`config.mk`:
```
export PLATFORM = sky130hd
export DESIGN_NAME = me_frame_sched
export DESIGN_NICKNAME = d
export VERILOG_FILES = /design/src/rtl/me_pkg.sv /design/src/rtl/me_fifo_arb.sv /design/src/rtl/me_frame_sched.sv
export SDC_FILE = /design/constraint.sdc
export NUM_CORES = 1
export LEC_CHECK = 0
export CAP_MARGIN = 20
export CORE_ASPECT_RATIO = 1.5
export CORE_MARGIN = 8
export CORE_UTILIZATION = 33
export CTS_BUF_LIST = sky130_fd_sc_hd__clkbuf_8
export DETAILED_ROUTE_END_ITERATION = 8
export GPL_TIMING_DRIVEN = 0
export PLACE_DENSITY = 0.76
export SYNTH_ARGS = -nofsm -noshare
export SYNTH_HDL_FRONTEND = slang
export SYNTH_SLANG_ARGS = --single-unit
```
`constraint.sdc`:
```
create_clock -name clk_fsm -period 4.47 [get_ports clk_fsm]
set_input_delay 0.6705 -clock clk_fsm [delete_from_list [all_inputs] [get_ports clk_fsm]]
set_output_delay 0.6705 -clock clk_fsm [all_outputs]
set_load 0.005 [all_outputs]
```
`src/rtl/me_pkg.sv`:
```
// Shared types and constants for the motion-estimation frame scheduler.
// Holds the scheduler state encoding, FIFO tags and stream widths.
package me_pkg;

  typedef enum logic [2:0] {
    S_IDLE,
    S_START,
    S_RUN,
    S_SWAP,
    S_ERR
  } sched_state_t;

  localparam logic [1:0] TAG_VEC = 2'b01;
  localparam logic [1:0] TAG_IMG = 2'b10;

  localparam int ME_MSBI = 13;
  localparam int VEC_W   = 2 * ME_MSBI + 4;
  localparam int IMG_W   = 26;
  localparam int FIFO_W  = 32;

endpackage

```
`src/rtl/me_fifo_arb.sv`:
```
// Combinational vector/image arbiter onto the single HPS write FIFO.
// Ports: vec/img req+data in, fifo_full in; waits, fifo_wr, fifo_data out.
module me_fifo_arb
  import me_pkg::*;
#(
  parameter int VW = VEC_W
) (
  input  logic              vec_req,
  input  logic [VW-1:0]     vec_data,
  input  logic              img_req,
  input  logic [IMG_W-1:0]  img_data,
  input  logic              fifo_full,
  output logic              vec_wait,
  output logic              img_wait,
  output logic              fifo_wr,
  output logic [FIFO_W-1:0] fifo_data
);

  logic [FIFO_W-3:0] vec_pad;
  logic [FIFO_W-3:0] img_pad;

  assign vec_pad = (FIFO_W-2)'(vec_data);
  assign img_pad = (FIFO_W-2)'(img_data);

  // Vector stream always wins; image waits whenever a vector is pending.
  always_comb begin
    vec_wait  = fifo_full;
    img_wait  = fifo_full | vec_req;
    fifo_wr   = (vec_req | img_req) & ~fifo_full;
    fifo_data = '0;
    if (vec_req) begin
      fifo_data = {TAG_VEC, vec_pad};
    end else if (img_req) begin
      fifo_data = {TAG_IMG, img_pad};
    end
  end

endmodule

```
`src/rtl/me_frame_sched.sv`:
```
// Frame controller: accepts frames, starts the engine under a watchdog,
// swaps bank/tag on finish and muxes engine streams onto the FIFO.
module me_frame_sched
  import me_pkg::*;
#(
  parameter int MSBI = 13,
  parameter int TO_W = 20
) (
  input  logic              clk_fsm,
  input  logic              rst_n,
  input  logic              enable,
  input  logic              frame_valid,
  output logic              frame_ack,
  input  logic [MSBI:0]     window_cfg,
  output logic [MSBI:0]     window_limit,
  output logic              eng_start,
  input  logic              eng_finish,
  output logic [1:0]        cont_img,
  output logic              bank_sel,
  input  logic              vec_req,
  input  logic              img_req,
  input  logic [2*MSBI+3:0] vec_data,
  input  logic [IMG_W-1:0]  img_data,
  output logic              vec_wait,
  output logic              img_wait,
  input  logic              fifo_full,
  output logic              fifo_wr,
  output logic [31:0]       fifo_data,
  input  logic              abort,
  input  logic              err_clr,
  output logic              error,
  output logic [15:0]       frames_done
);

  sched_state_t state_q, state_d;
  logic [MSBI:0] win_q, win_d;
  logic [1:0]    tag_q, tag_d;
  logic          bank_q, bank_d;
  logic [15:0]   done_q, done_d;
  logic [TO_W-1:0] wd_q, wd_d, wd_inc;
  logic          stall;

  // Engine is held off the FIFO: watchdog time does not count.
  assign stall  = (vec_req | img_req) & fifo_full;
  assign wd_inc = wd_q + {{(TO_W-1){1'b0}}, ~stall};

  always_ff @(posedge clk_fsm or negedge rst_n) begin
    if (!rst_n) begin
      state_q <= S_IDLE;
      win_q   <= '0;
      tag_q   <= '0;
      bank_q  <= 1'b0;
      done_q  <= '0;
      wd_q    <= '0;
    end else begin
      state_q <= state_d;
      win_q   <= win_d;
      tag_q   <= tag_d;
      bank_q  <= bank_d;
      done_q  <= done_d;
      wd_q    <= wd_d;
    end
  end

  always_comb begin
    state_d   = state_q;
    win_d     = win_q;
    tag_d     = tag_q;
    bank_d    = bank_q;
    done_d    = done_q;
    wd_d      = wd_q;
    frame_ack = 1'b0;
    unique case (state_q)
      S_IDLE: begin
        if (enable && frame_valid) begin
          frame_ack = 1'b1;
          // A zero window is acknowledged and dropped.
          if (window_cfg != '0) begin
            win_d   = window_cfg;
            state_d = S_START;
          end
        end
      end
      S_START: begin
        wd_d    = '0;
        state_d = S_RUN;
      end
      S_RUN: begin
        if (eng_finish) begin
          state_d = S_SWAP;
        end else begin
          wd_d = wd_inc;
          if (abort || (&wd_inc)) begin
            state_d = S_ERR;
          end
        end
      end
      S_SWAP: begin
        bank_d  = ~bank_q;
        tag_d   = tag_q + 2'd1;
        if (done_q != 16'hFFFF) begin
          done_d = done_q + 16'd1;
        end
        state_d = S_IDLE;
      end
      S_ERR: begin
        if (err_clr) begin
          state_d = S_IDLE;
        end
      end
      default: state_d = S_IDLE;
    endcase
  end

  assign eng_start    = (state_q == S_START);
  assign error        = (state_q == S_ERR);
  assign window_limit = win_q;
  assign cont_img     = tag_q;
  assign bank_sel     = bank_q;
  assign frames_done  = done_q;

  me_fifo_arb #(
    .VW(2*MSBI+4)
  ) u_arb (
    .vec_req  (vec_req),
    .vec_data (vec_data),
    .img_req  (img_req),
    .img_data (img_data),
    .fifo_full(fifo_full),
    .vec_wait (vec_wait),
    .img_wait (img_wait),
    .fifo_wr  (fifo_wr),
    .fifo_data(fifo_data)
  );

endmodule

```
# == Word-level counts from Yosys, hierarchy flattened ==
# Index checks and enable logic that the tools add are counted.
# totals
reg_bits,56
latch_bits,0
ramBits,0
mem_bits_ro,0
output_inout_bits,71
wordCells,48
n_memories,0
# op_classes
add_sub_neg,3
multipliers,0
div_mod_pow,0
n_lt_le_gt_ge,0
n_eq_ne,10
n_shift,0
n_mux,12
n_bitwise,7
reduce_logical,10
# op_table
op,n
$mux 32,2
$pmux 20 s2,1
$add 20x1->20,1
$mux 20,1
$reduce_and 20->1,1
$add 16x1->16 const B,1
$ne 16x16->1 const B,1
$mux 3,5
$reduce_bool 14->1,1
$pmux 3 s4,1
$ne 2x2->1 const B,4
$eq 3x2->1 const B,2
$reduce_and 2->1,2
$reduce_and 4->1,1
$eq 3x1->1 const B,1
$eq 3x3->1 const B,1
$logic_not 3->1,1
$ne 3x3->1 const B,1
$not 1->1,3
$reduce_and 3->1,1
$add 2x1->2 const B,1
$and 1x1->1,2
$mux 1,2
$or 1x1->1,2
3 further kinds,3

# == Depth between registers and ports, before layout ==
# depth
depth_word,9
ltp_mapped,11
mapped_depth_nobuf,9

# == By module ==
# From an unflattened synthesis, not the netlist that was laid out.
# unflattened
cells_unflattened,337
area_unflattened_um2,3289.4
# by_module_without_submodules
mod,instances,cells_per_inst,area_each_um2
me_frame_sched,1,295,2955.3
me_fifo_arb,1,42,334.1

# == Worst setup path after synthesis ==
# Ideal clock, no wire load.
# synth_path
kind,in2reg
start,input vec_req
end,register state_q[2]
setup_ns,0.064
arrival_ns,3.012
slack_ns,1.394
cell_stages,11
n_path_buf,2
cell_sequence,clkbuf_1 clkbuf_1 o21ai_0 ha_1 ha_1 nand3_2 nor3_1 xnor2_1 or4_1 nor4_1 or3_1
# synth_via
elab_chain_len,8
# synth_rtl
item,line_no,source
"start, declared",me_frame_sched.sv:20,"input logic vec_req,"
$or 1x1->1,me_frame_sched.sv:44,assign stall = (vec_req | img_req) & fifo_full;
$and 1x1->1,me_frame_sched.sv:44,
$not 1->1,me_frame_sched.sv:45,"assign wd_inc = wd_q + {{(TO_W-1){1'b0}}, ~stall};"
$add 20x1->20,me_frame_sched.sv:45,
$reduce_and 20->1,me_frame_sched.sv:93,if (abort || (&wd_inc)) begin
$logic_or 1x1->1,me_frame_sched.sv:93,
$ne 3x3->1 (no line),--,
$reduce_and 4->1 (no line),--,
"end signal, assigned",me_frame_sched.sv:56,state_q <= state_d;
"end, declared",me_frame_sched.sv:35,"sched_state_t state_q, state_d;"
# Every way passes these cells.
# A chain may end at the register's enable or synchronous reset.

# == Worst setup path in the final report ==
# layout_path
start,input img_req
end,register state_q[2]
# layout_via
elab_chain_len,8
# layout_rtl
item,line_no,source
"start, declared",me_frame_sched.sv:21,"input logic img_req,"
$or 1x1->1,me_frame_sched.sv:44,
$and 1x1->1,me_frame_sched.sv:44,
$not 1->1,me_frame_sched.sv:45,
$add 20x1->20,me_frame_sched.sv:45,
$reduce_and 20->1,me_frame_sched.sv:93,
$logic_or 1x1->1,me_frame_sched.sv:93,
$ne 3x3->1 (no line),--,
$reduce_and 4->1 (no line),--,
# Every way passes these cells.

==> metrics.md <==
| Metric | Value |
|---|---|
| Largest net degree at the start of global routing | `39` |
| CP Max Fanout | `10` |
| Status | `finished, final reports clean` |
| Cts bufs inserted | `5` |
| Nets@finish | `582` |
| Worst-Skew Late Latency | `320 ps` |
| IO Port Bufs | `149` |
| Initial Util | `0.3360` |
| Clock slew at the register clock pins of the worst setup and hold paths | `110 ps` |
| Switching Fraction | `0.3368` |
| Slew Limit Fails | `0` |
| Vias in the first global route | `3,275` |
| Drt pass-1 iters | `4` |
| Syn_area_per_cell | `9.464 um^2` |
| Full die area | `13,300 um^2` |
| Setup violators final | `0` |
| Static leakage | `0.001986 uW` |
| Final Hold Fails | `0` |
| Vias post-DR | `3,237` |
| Psw | `602.3 uW` |
| Crit path required time | `4730 ps` |
| Die Y-Extent | `137.3 um` |
| Synth top area share | `0.4329` |
| Max Buffers Root-to-Sink | `2` |
| Ports | `151` |
| CP Data Arrival Time | `3770 ps` |
| FF-to-FF path depth | `8` |
| Root Driver | `clkbuf_8` |
| Post-synthesis register bit count | `56` |
| DR iter-0 viols | `224` |
| H-tree depth | `2` |
| Antenna Cells | `0` |
| Post-placement cell area | `4887 um^2` |
| Post-CTS setup buffer count | `0` |
| Cells after synthesis | `342` |
| Final TNS setup | `0 ps` |
| Comb pwr share | `0.442` |
| Post-route ant nets | `0` |
| Most common cell in the netlist | `dfrtp_1` |
| TritonCTS clock tree | `yes` |
| Post-route minimum period | `3515 ps` |
| Post-synth ARST share | `1.000` |
| Area growth, synth to finish | `53.81%` |
| Final period util | `0.7863` |
| Design Area, Final | `4979 um^2` |
| Tot GR Track Use | `0.1545` |
| Worst min path class | `input pin to asynchronous set/reset pin` |
| Synth area leader | `dfrtp_1` |
| Pwr Density | `359.2 nW/um^2` |
| Max Clock Skew | `13.00 ps` |
| Kind of critical path | `input pin to flop` |
| Ys Warns | `0` |
| Max Cap Viol | `0` |
| Vias/cell | `5.263` |
| Die width | `96.87 um` |
| Synthesized area | `3237 um^2` |
| Count of cell types in the netlist | `42` |
| Hold_ws | `296.7 ps` |
| Syn nets | `425` |
| DRC | `0` |
| Share of layout cells above drive strength 1 | `0.07600` |
| F_max | `0.2845 GHz` |
| RSZ-0062 raised after global routing | `no` |
| P_int | `1186 uW` |
| Most area-consuming cells after synthesis | `dfrtp_1 (43%), a22o_1 (7.0%), mux2_2 (5.2%)` |
| Max transition margin | `0.5909` |
| First-pass GRT wire length | `17,120 um` |
| Total Wirelength | `11,070 um` |
| Fin util | `0.5168` |
| Row Count | `44` |
| Avg WL per Cell | `17.99 um` |
| Clock power share | `0.159` |
| Hold-fix buffers, CTS | `0` |
| Flop pwr share | `0.399` |
| GPL Wtd Cong | `0.8534` |
| Peak supply drop | `0.3186 mV` |
| Total grt overflow | `0` |
| Worst setup EP type | `flop` |
| Post_cts resized | `0` |
| EDFF count, synth | `0` |
| Num Clock Sinks | `56` |
| Post-synthesis sequential area ratio | `0.4329` |
| Post-synth top cells | `dfrtp_1 (56), o21ai_0 (32), nand2_1 (28), a22o_1 (26), nor2_1 (24)` |
| Ys flop type | `dfrtp_1` |
| Total design power | `1788 uW` |
| Initial antenna violation count | `0` |
| CP Launch Type | `input pin` |
| Post-DP HPWL | `9004 um` |
| Slew @ Worst Pin | `609.0 ps` |
| Core box area | `9634 um^2` |
per-stage QoR:
step                      std cells  setup WS [ps]
final                           615          955.2
after global routing            615          647.0
after CTS                       615          912.4
after detailed placement        607          593.7
after global placement          606          638.6
after floorplan                 342           1394
kinds of logic (layout without fill, tap and decap cells):
family                     after synthesis  after routing  synth area share
AOI/OAI and AO/OA                       89             89            0.1813
and+or+nand+nor                        131            131            0.2254
DFF                                     56             56            0.4329
xor gates and xnor gates                24             24           0.06494
adders and majority gates                3              3           0.01160
muxes                                   15             15           0.05218
buffers and inverters                   24            182           0.03169
power groups by stage:
stage	clock, uW	sequential [uW]	combinational, uW
floorplan	0	720	344
global placement	0	720	774
detailed placement	0	723	794
CTS	293	714	799
global route	313	733	856
finish	284	714	790
path summary, 6_finish.rpt:
check | to | slack [ps] | startpoint
setup / recovery | state_q[2] | 960 | img_req
hold reg to reg | cont_img[1] | 490 | cont_img[1]
setup reg to reg | state_q[2] | 1810 | wd_q[0]
hold / removal | wd_q[6] | 300 | rst_n
min in group clk_fsm | cont_img[1] | 490 | cont_img[1]
max in group asynchronous | frames_done[9] | 3610 | rst_n
placed cells by master, fill, tap and decap left out, drive strengths merged, types with 2 or more instances in the layout:
cell type      instances
clkdlybuf4s50        148
dfrtp                 56
o21ai                 32
nand2                 28
a22o                  26
nor2                  24
clkbuf                20
xnor2                 18
nand3                 17
mux2                  15
nand4                 13
a21oi                 12
nor2b                  9
buf                    9
nor4                   8
nor3                   8
a31oi                  6
xor2                   6
and2                   5
nand2b                 5
o31ai                  5
and3                   3
o41ai                  3
ha                     3
inv                    3
or4                    2
and4                   2
or3                    2
o22ai                  2
clkinv                 2
metal layers:
metal  GRT usage  routed length, um
met5           0                  0
met4     0.03777                168
met3     0.02510                341
met2      0.2849               6210
met1      0.1813               4344
cell type report:
class | count | area (um^2)
fill | 858 | 4656
multi-input combinational | 262 | 1733
timing repair buffer | 150 | 1506
sequential | 56 | 1401
tap | 115 | 143.9
buffer | 22 | 95.09
clock buffer | 5 | 68.82
clock inverter | 3 | 22.52
inverter | 2 | 7.507
worst max-delay path, cell delays in order:
cell and delay, ps:
clkdlybuf4s50_1 430, o21ai_0 380, ha_1 380, ha_1 310, nand3_2 240, nor3_1 350
xnor2_1 170, or4_1 480, nor4_1 220, or3_1 150
state kept, by name, indices dropped and copies added (netlist names):
register / flops
bank_sel: 1
cont_img: 2
frames_done: 16
state_q: 3
wd_q: 20
window_limit: 14
No activity file was read; power rests on OpenSTA's default activity.
